File: config.mk
export PLATFORM = sky130hd
export DESIGN_NAME = if_stage_flat
export DESIGN_NICKNAME = d
export VERILOG_FILES = /design/src/rtl/core_pkg.sv /design/src/rtl/if_stage_if.sv /design/src/rtl/fetch_fifo.sv /design/src/rtl/if_stage.sv /design/src/flat_wrapper.sv
export SDC_FILE = /design/constraint.sdc
export NUM_CORES = 1
export LEC_CHECK = 0
export CORE_UTILIZATION = 50
export DETAILED_ROUTE_END_ITERATION = 8
export PLACE_DENSITY = 0.71
export SETUP_SLACK_MARGIN = 0.15
export SLEW_MARGIN = 20
export SYNTH_ARGS = -nofsm -noshare
export SYNTH_HDL_FRONTEND = slang
export SYNTH_SLANG_ARGS = --single-unit
File: constraint.sdc
create_clock -name clk -period 6.7 [get_ports clk]
set_input_delay 1.675 -clock clk [delete_from_list [all_inputs] [get_ports clk]]
set_output_delay 1.675 -clock clk [all_outputs]
set_load 0.05 [all_outputs]
File: src/rtl/core_pkg.sv
// Shared constants and the fetch-queue entry type for the instruction-fetch slice.
package core_pkg;
  localparam int PC_W = 10;
  localparam int INST_W = 32;
  localparam logic [INST_W-1:0] NOP_INST = 32'h00000013;

  typedef struct packed {
    logic [PC_W-1:0]   pc;
    logic [INST_W-1:0] inst;
  } fetch_entry_t;
endpackage

File: src/rtl/if_stage_if.sv
// Fetch-stage bus bundle: instruction-memory port, redirect input and decode handshake.
interface if_stage_if #(
  parameter int PC_W = 10
);
  logic            imem_en;
  logic [PC_W-3:0] imem_addr;
  logic [31:0]     imem_rdata;
  logic            redirect_valid;
  logic [PC_W-1:0] redirect_pc;
  logic            inst_valid;
  logic            inst_ready;
  logic [31:0]     inst;
  logic [PC_W-1:0] inst_pc;

  // Handshake: an instruction transfers on a rising clk when inst_valid & inst_ready;
  // inst_valid/inst/inst_pc never depend on inst_ready, and stay stable until taken or flushed.
  modport master (
    output imem_en, imem_addr, inst_valid, inst, inst_pc,
    input  imem_rdata, redirect_valid, redirect_pc, inst_ready
  );

  modport slave (
    input  imem_en, imem_addr, inst_valid, inst, inst_pc,
    output imem_rdata, redirect_valid, redirect_pc, inst_ready
  );
endinterface

File: src/rtl/fetch_fifo.sv
// Circular instruction queue with push, pop and a flush that overrides both.
module fetch_fifo #(
  parameter int DEPTH = 3,
  parameter int W     = 42
) (
  input  logic                         clk,
  input  logic                         rstn,
  input  logic                         i_push,
  input  logic [W-1:0]                 i_wdata,
  input  logic                         i_pop,
  input  logic                         i_flush,
  output logic [W-1:0]                 o_rdata,
  output logic [$clog2(DEPTH+1)-1:0]   o_count
);
  localparam int CW = $clog2(DEPTH + 1);
  localparam int PW = (DEPTH > 1) ? $clog2(DEPTH) : 1;

  logic [W-1:0]  r_mem [DEPTH];
  logic [PW-1:0] r_wr_ptr;
  logic [PW-1:0] r_rd_ptr;
  logic [CW-1:0] r_count;

  // Pointers wrap at DEPTH, which need not be a power of two.
  function automatic logic [PW-1:0] ptr_inc(input logic [PW-1:0] p);
    return (p == PW'(DEPTH - 1)) ? '0 : p + 1'b1;
  endfunction

  always_ff @(posedge clk) begin
    if (i_push && !i_flush) r_mem[r_wr_ptr] <= i_wdata;
  end

  always_ff @(posedge clk or negedge rstn) begin
    if (!rstn) begin
      r_wr_ptr <= '0;
      r_rd_ptr <= '0;
      r_count  <= '0;
    end else if (i_flush) begin
      r_wr_ptr <= '0;
      r_rd_ptr <= '0;
      r_count  <= '0;
    end else begin
      if (i_push) r_wr_ptr <= ptr_inc(r_wr_ptr);
      if (i_pop)  r_rd_ptr <= ptr_inc(r_rd_ptr);
      case ({i_push, i_pop})
        2'b10:   r_count <= r_count + 1'b1;
        2'b01:   r_count <= r_count - 1'b1;
        default: r_count <= r_count;
      endcase
    end
  end

  assign o_rdata = r_mem[r_rd_ptr];
  assign o_count = r_count;
endmodule

File: src/rtl/if_stage.sv
// Instruction-fetch stage: PC, credit-limited requests to a sync-read imem, and redirect flush.
module if_stage
  import core_pkg::INST_W;
  import core_pkg::NOP_INST;
#(
  parameter int              PC_W     = 10,
  parameter int              DEPTH    = 3,
  parameter logic [PC_W-1:0] RESET_PC = '0
) (
  input logic       clk,
  input logic       rstn,
  if_stage_if.master bus
);
  localparam int CW = $clog2(DEPTH + 1);

  typedef struct packed {
    logic [PC_W-1:0]   pc;
    logic [INST_W-1:0] inst;
  } entry_t;

  logic            r_running;
  logic            r_inflight;
  logic            r_squash;
  logic [PC_W-1:0] r_pc;
  logic [PC_W-1:0] r_inflight_pc;
  logic [PC_W-1:0] r_last_pc;

  logic [CW-1:0]   w_count;
  logic [CW:0]     w_credit;
  logic            w_req;
  logic            w_push;
  logic            w_pop;
  logic            w_valid;
  entry_t          w_wdata;
  entry_t          w_head;
  logic [$bits(entry_t)-1:0] w_head_bits;

  // Entries held plus the read already in flight must fit, so a returning word always has room.
  assign w_credit = {1'b0, w_count} + {{CW{1'b0}}, r_inflight};
  assign w_req    = r_running & ~bus.redirect_valid & (w_credit < (CW+1)'(DEPTH));
  assign w_push   = r_inflight & ~r_squash & ~bus.redirect_valid;
  assign w_valid  = (w_count != '0);
  assign w_pop    = w_valid & bus.inst_ready;
  assign w_wdata  = '{pc: r_inflight_pc, inst: bus.imem_rdata};
  assign w_head   = entry_t'(w_head_bits);

  fetch_fifo #(
    .DEPTH (DEPTH),
    .W     ($bits(entry_t))
  ) u_fifo (
    .clk     (clk),
    .rstn    (rstn),
    .i_push  (w_push),
    .i_wdata (w_wdata),
    .i_pop   (w_pop),
    .i_flush (bus.redirect_valid),
    .o_rdata (w_head_bits),
    .o_count (w_count)
  );

  always_ff @(posedge clk or negedge rstn) begin
    if (!rstn) begin
      r_running     <= 1'b0;
      r_inflight    <= 1'b0;
      r_squash      <= 1'b0;
      r_pc          <= RESET_PC;
      r_inflight_pc <= '0;
      r_last_pc     <= '0;
    end else begin
      r_running <= 1'b1;
      if (w_valid) r_last_pc <= w_head.pc;
      if (bus.redirect_valid) begin
        r_pc       <= {bus.redirect_pc[PC_W-1:2], 2'b00};
        r_inflight <= 1'b0;
        r_squash   <= r_inflight;
      end else begin
        r_squash <= 1'b0;
        if (w_req) begin
          r_pc          <= r_pc + PC_W'(4);
          r_inflight    <= 1'b1;
          r_inflight_pc <= r_pc;
        end else begin
          r_inflight <= 1'b0;
        end
      end
    end
  end

  assign bus.imem_en    = w_req;
  assign bus.imem_addr  = r_pc[PC_W-1:2];
  assign bus.inst_valid = w_valid;
  assign bus.inst       = w_valid ? w_head.inst : NOP_INST;
  assign bus.inst_pc    = w_valid ? w_head.pc : r_last_pc;
endmodule

File: src/flat_wrapper.sv
// flat-port wrapper written by rule: the top's interface ports become plain ports
module if_stage_flat import core_pkg::INST_W; import core_pkg::NOP_INST;
#(
  parameter int              PC_W     = 10,
  parameter int              DEPTH    = 3,
  parameter logic [PC_W-1:0] RESET_PC = '0
)
  (clk, rstn, bus_imem_en, bus_imem_addr, bus_inst_valid, bus_inst, bus_inst_pc, bus_imem_rdata, bus_redirect_valid, bus_redirect_pc, bus_inst_ready);
  if_stage_if #(.PC_W(PC_W)) bus_i ();
  input logic clk;
  input logic rstn;
  output wire logic [$bits(bus_i.imem_en)-1:0] bus_imem_en;
  output wire logic [$bits(bus_i.imem_addr)-1:0] bus_imem_addr;
  output wire logic [$bits(bus_i.inst_valid)-1:0] bus_inst_valid;
  output wire logic [$bits(bus_i.inst)-1:0] bus_inst;
  output wire logic [$bits(bus_i.inst_pc)-1:0] bus_inst_pc;
  input wire logic [$bits(bus_i.imem_rdata)-1:0] bus_imem_rdata;
  input wire logic [$bits(bus_i.redirect_valid)-1:0] bus_redirect_valid;
  input wire logic [$bits(bus_i.redirect_pc)-1:0] bus_redirect_pc;
  input wire logic [$bits(bus_i.inst_ready)-1:0] bus_inst_ready;
  assign bus_imem_en = bus_i.imem_en;
  assign bus_imem_addr = bus_i.imem_addr;
  assign bus_inst_valid = bus_i.inst_valid;
  assign bus_inst = bus_i.inst;
  assign bus_inst_pc = bus_i.inst_pc;
  assign bus_i.imem_rdata = bus_imem_rdata;
  assign bus_i.redirect_valid = bus_redirect_valid;
  assign bus_i.redirect_pc = bus_redirect_pc;
  assign bus_i.inst_ready = bus_inst_ready;
  if_stage #(.PC_W(PC_W), .DEPTH(DEPTH), .RESET_PC(RESET_PC)) u_core (.clk(clk), .rstn(rstn), .bus(bus_i));
endmodule
==> impl_metrics.csv <==
group,metric,value,unit
synth,ys_async_sr_fraction,22.6,%
placement,dpl.cell_count,649,
setup_path,worstPathMaxFanout,24,
clock_network,clock_path_buffers,2,
sta,layout_setup_ws,1360,ps
global_route,antenna_found_initial,0,
pwr,p_leak,0.00266,uW
finish,final_cells,681,
sta,finalSetupViolCount,0,
floorplanning,die_area,13000,sq um
floorplanning,start_util,51.9,%
sta,post-route-min-period,5340,ps
min_path,min_path_type,"reg2reg",
placement,hpwl,6.74,mm
finish,final_common_cell,"edfxtp_1",
finish,nFillCells,878,
synth,synth_warnings,0,
synth,avgSynthCellArea,15.8,sq um
setup_path,worstPathArrival,3670,ps
placement,gp_congestion,0.882,
floorplanning,rows,40,
sta,tightestPinTransition,816,ps
global_route,grt_max_degree,49,
synth,synthCells,399,
clock_network,cts_setup_buffers,0,
sta,fin_tns_setup,0,ps
global_route,grt_pass1_wl,18.0,mm
sta,max_slew_margin,45.6,%
clock_network,cts_tree,"yes",
placement,place_ws,1350,ps
setup_path,startpoint_type,"primary input",
pwr,p_per_area,286,nW/um^2
synth,synth_area_leaders,"edfxtp_1 (57%), dfrtp_1 (14%), mux2_2 (8.6%)",
synth,ys_seq_elements,155,
sta,skew,5.98,ps
status,status,"finished clean",
floorplanning,die_w,114,um
sta,max_freq,187,MHz
pwr,ir_worst_vdd,0.154,mV
synth,yosys.area.top_type_share,57.3,%
job,cap_violations,0,
setup_path,required,5030,ps
synth,seq_area_frac_synth,71.2,%
sta,final-max-slew-violation-count,0,
sta,hold_viol,0,
clock_network,root_buffer,"clkbuf_16",
detailed_routing,drt-initial-drc-count,229,
clock_network,clk_pin_slew,50,ps
clock_network,postCtsHoldBufs,0,
finish,syn_to_final_growth,26.4,%
clock_network,cts_resized,0,
synth,synth-edff-count,120,
floorplanning,pin_count,98,
synth,synthesis.nets,448,
synth,synth_top_cell_by_area,"edfxtp_1",
finish,most-common-layout-cells,"edfxtp_1 (120), clkdlybuf4s50_1 (94), mux2_2 (48), mux2i_1 (40), nor2_1 (34)",
detailed_routing,wire_per_inst,16.8,um
detailed_routing,dr.pass1.iters,4,
synth,synth.distinct_cells,46,
floorplanning,core,12100,sq um
finish,n_antenna_cell,0,
detailed_routing,viasPerCell,5.33,
setup_path,critPathCaptureType,"output port",
clock_network,cts_buffers,17,
detailed_routing,wl,11.4,mm
clock_network,clock_latency,410,ps
global_route,grt_pass1_vias,3605,
finish,drive_gt1_share,17.3,%
detailed_routing,vias,3627,
detailed_routing,ant_nets,0,
pwr,p_total,2270,uW
synth,ys.flop_type,"edfxtp_1",
global_route,overflow,0,
floorplanning,die_h,114,um
clock_network,htreeDepth,4,
clock_network,cts_num_sinks,155,
placement,portBuffers,95,
detailed_routing,remaining_drc_errors,0,
finish,final_nets,549,
sta,fin_crit_sh,79.7,%
synth,synth_area,6290,sq um
sta,rsz0062_at_grt,"no",
global_route,grt_usage,18.8,%
setup_path,critPathKind,"in2out",
-- worst max-delay path, cell delays in order --
cell             delay (ps)
clkdlybuf4s50_1         390
buf_4                   220
nor3_4                  470
clkdlybuf4s50_1         900
-- final cells by class --
type	instances	area, sq um	area share, %
Inverter	3	11.3	0.142
Sequential cell	155	4480	56.4
Timing Repair Buffer	101	991	12.5
Tap cell	168	210	2.65
Clock buffer	21	440	5.54
Clock inverter	11	78.8	0.992
Multi-Input combinational cell	222	1730	21.8
-- per-layer routing --
layer	vias to the layer above	global-route usage [%]	routed length, um
met3	17	5.56	580
met1	1810	23.6	5040
met2	104	31.1	5680
li1	1696	-	-
met5	-	0	0
met4	0	6.93	145
-- report_power, final --
part	switching, uW	total [uW]	internal [uW]
Clock	340	841	501
Sequential	36.4	1130	1090
Combinational	180	303	123
Total	556	2270	1720
-- cells in the mapped netlist, drive strengths merged, types with 2 or more instances --
cell type and count:
nand2b 2, o21ai 13, and3 2, buf 15
inv 2, nor2b 5, ha 3, a21oi 5
dfrtp 35, a31oi 4, nand2 19, nand3 7
nor4 2, o31ai 4, or3 4, or4 2
mux2i 40, nor4b 2, nor2 35, nand4 3
clkbuf 4, mux2 48, nor3 3, edfxtp 120
a22oi 2, and2 4
-- sequential cells by signal (all words and copies together) (netlist names) --
name and count:
u_core.u_fifo.r_mem 120, u_core.r_last_pc 10, u_core.r_inflight_pc 8, u_core.r_pc 8, u_core.u_fifo.o_count 2, u_core.u_fifo.r_rd_ptr 2
u_core.u_fifo.r_wr_ptr 2, u_core.r_inflight 1, u_core.r_running 1, u_core.r_squash 1
-- metrics by stage --
step | utilization (%) | hold WS (ps) | instance area, sq um
4_1_cts | 65.6 | 481 | 7940
3_5_place_dp | 61.3 | 469 | 7420
2_1_floorplan | - | 455 | 6300
5_1_grt | 65.6 | 510 | 7950
6_report | 65.6 | 482 | 7950
3_3_place_gp | 61.3 | 465 | 7420
-- logic make-up (layout without fill, tap and decap cells) --
family          count (synthesis)  count (layout)  synth area share [%]
compound gates                 33              33                  3.24
fa+ha+maj                       3               3                 0.597
buf+inv                        22             136                  1.81
flops                         155             155                  71.2
mux                            88              88                  15.0
other cells                     1               1                0.0596
simple gates                   97              97                  8.08
-- path summary, 6_finish.rpt --
check                           cells after the start                               endpoint  slack, ps                          start
worst min-delay path                                1          u_core.r_last_pc[1]$_DFF_PN0_        480  u_core.r_last_pc[1]$_DFF_PN0_
worst max register to register                      3   u_core.u_fifo.r_mem[2][25]$_DFFE_PP_       4460      u_core.r_squash$_DFF_PN0_
worst min register to register                      1          u_core.r_last_pc[1]$_DFF_PN0_        480  u_core.r_last_pc[1]$_DFF_PN0_
worst max-delay path                                4                            bus_imem_en       1360             bus_redirect_valid
min in group asynchronous                           1              u_core.r_squash$_DFF_PN0_       1360                           rstn
max in group asynchronous                           1  u_core.u_fifo.r_rd_ptr[0]$_DFFE_PN0P_       4740                           rstn
Power figures use the tool's default switching activity.
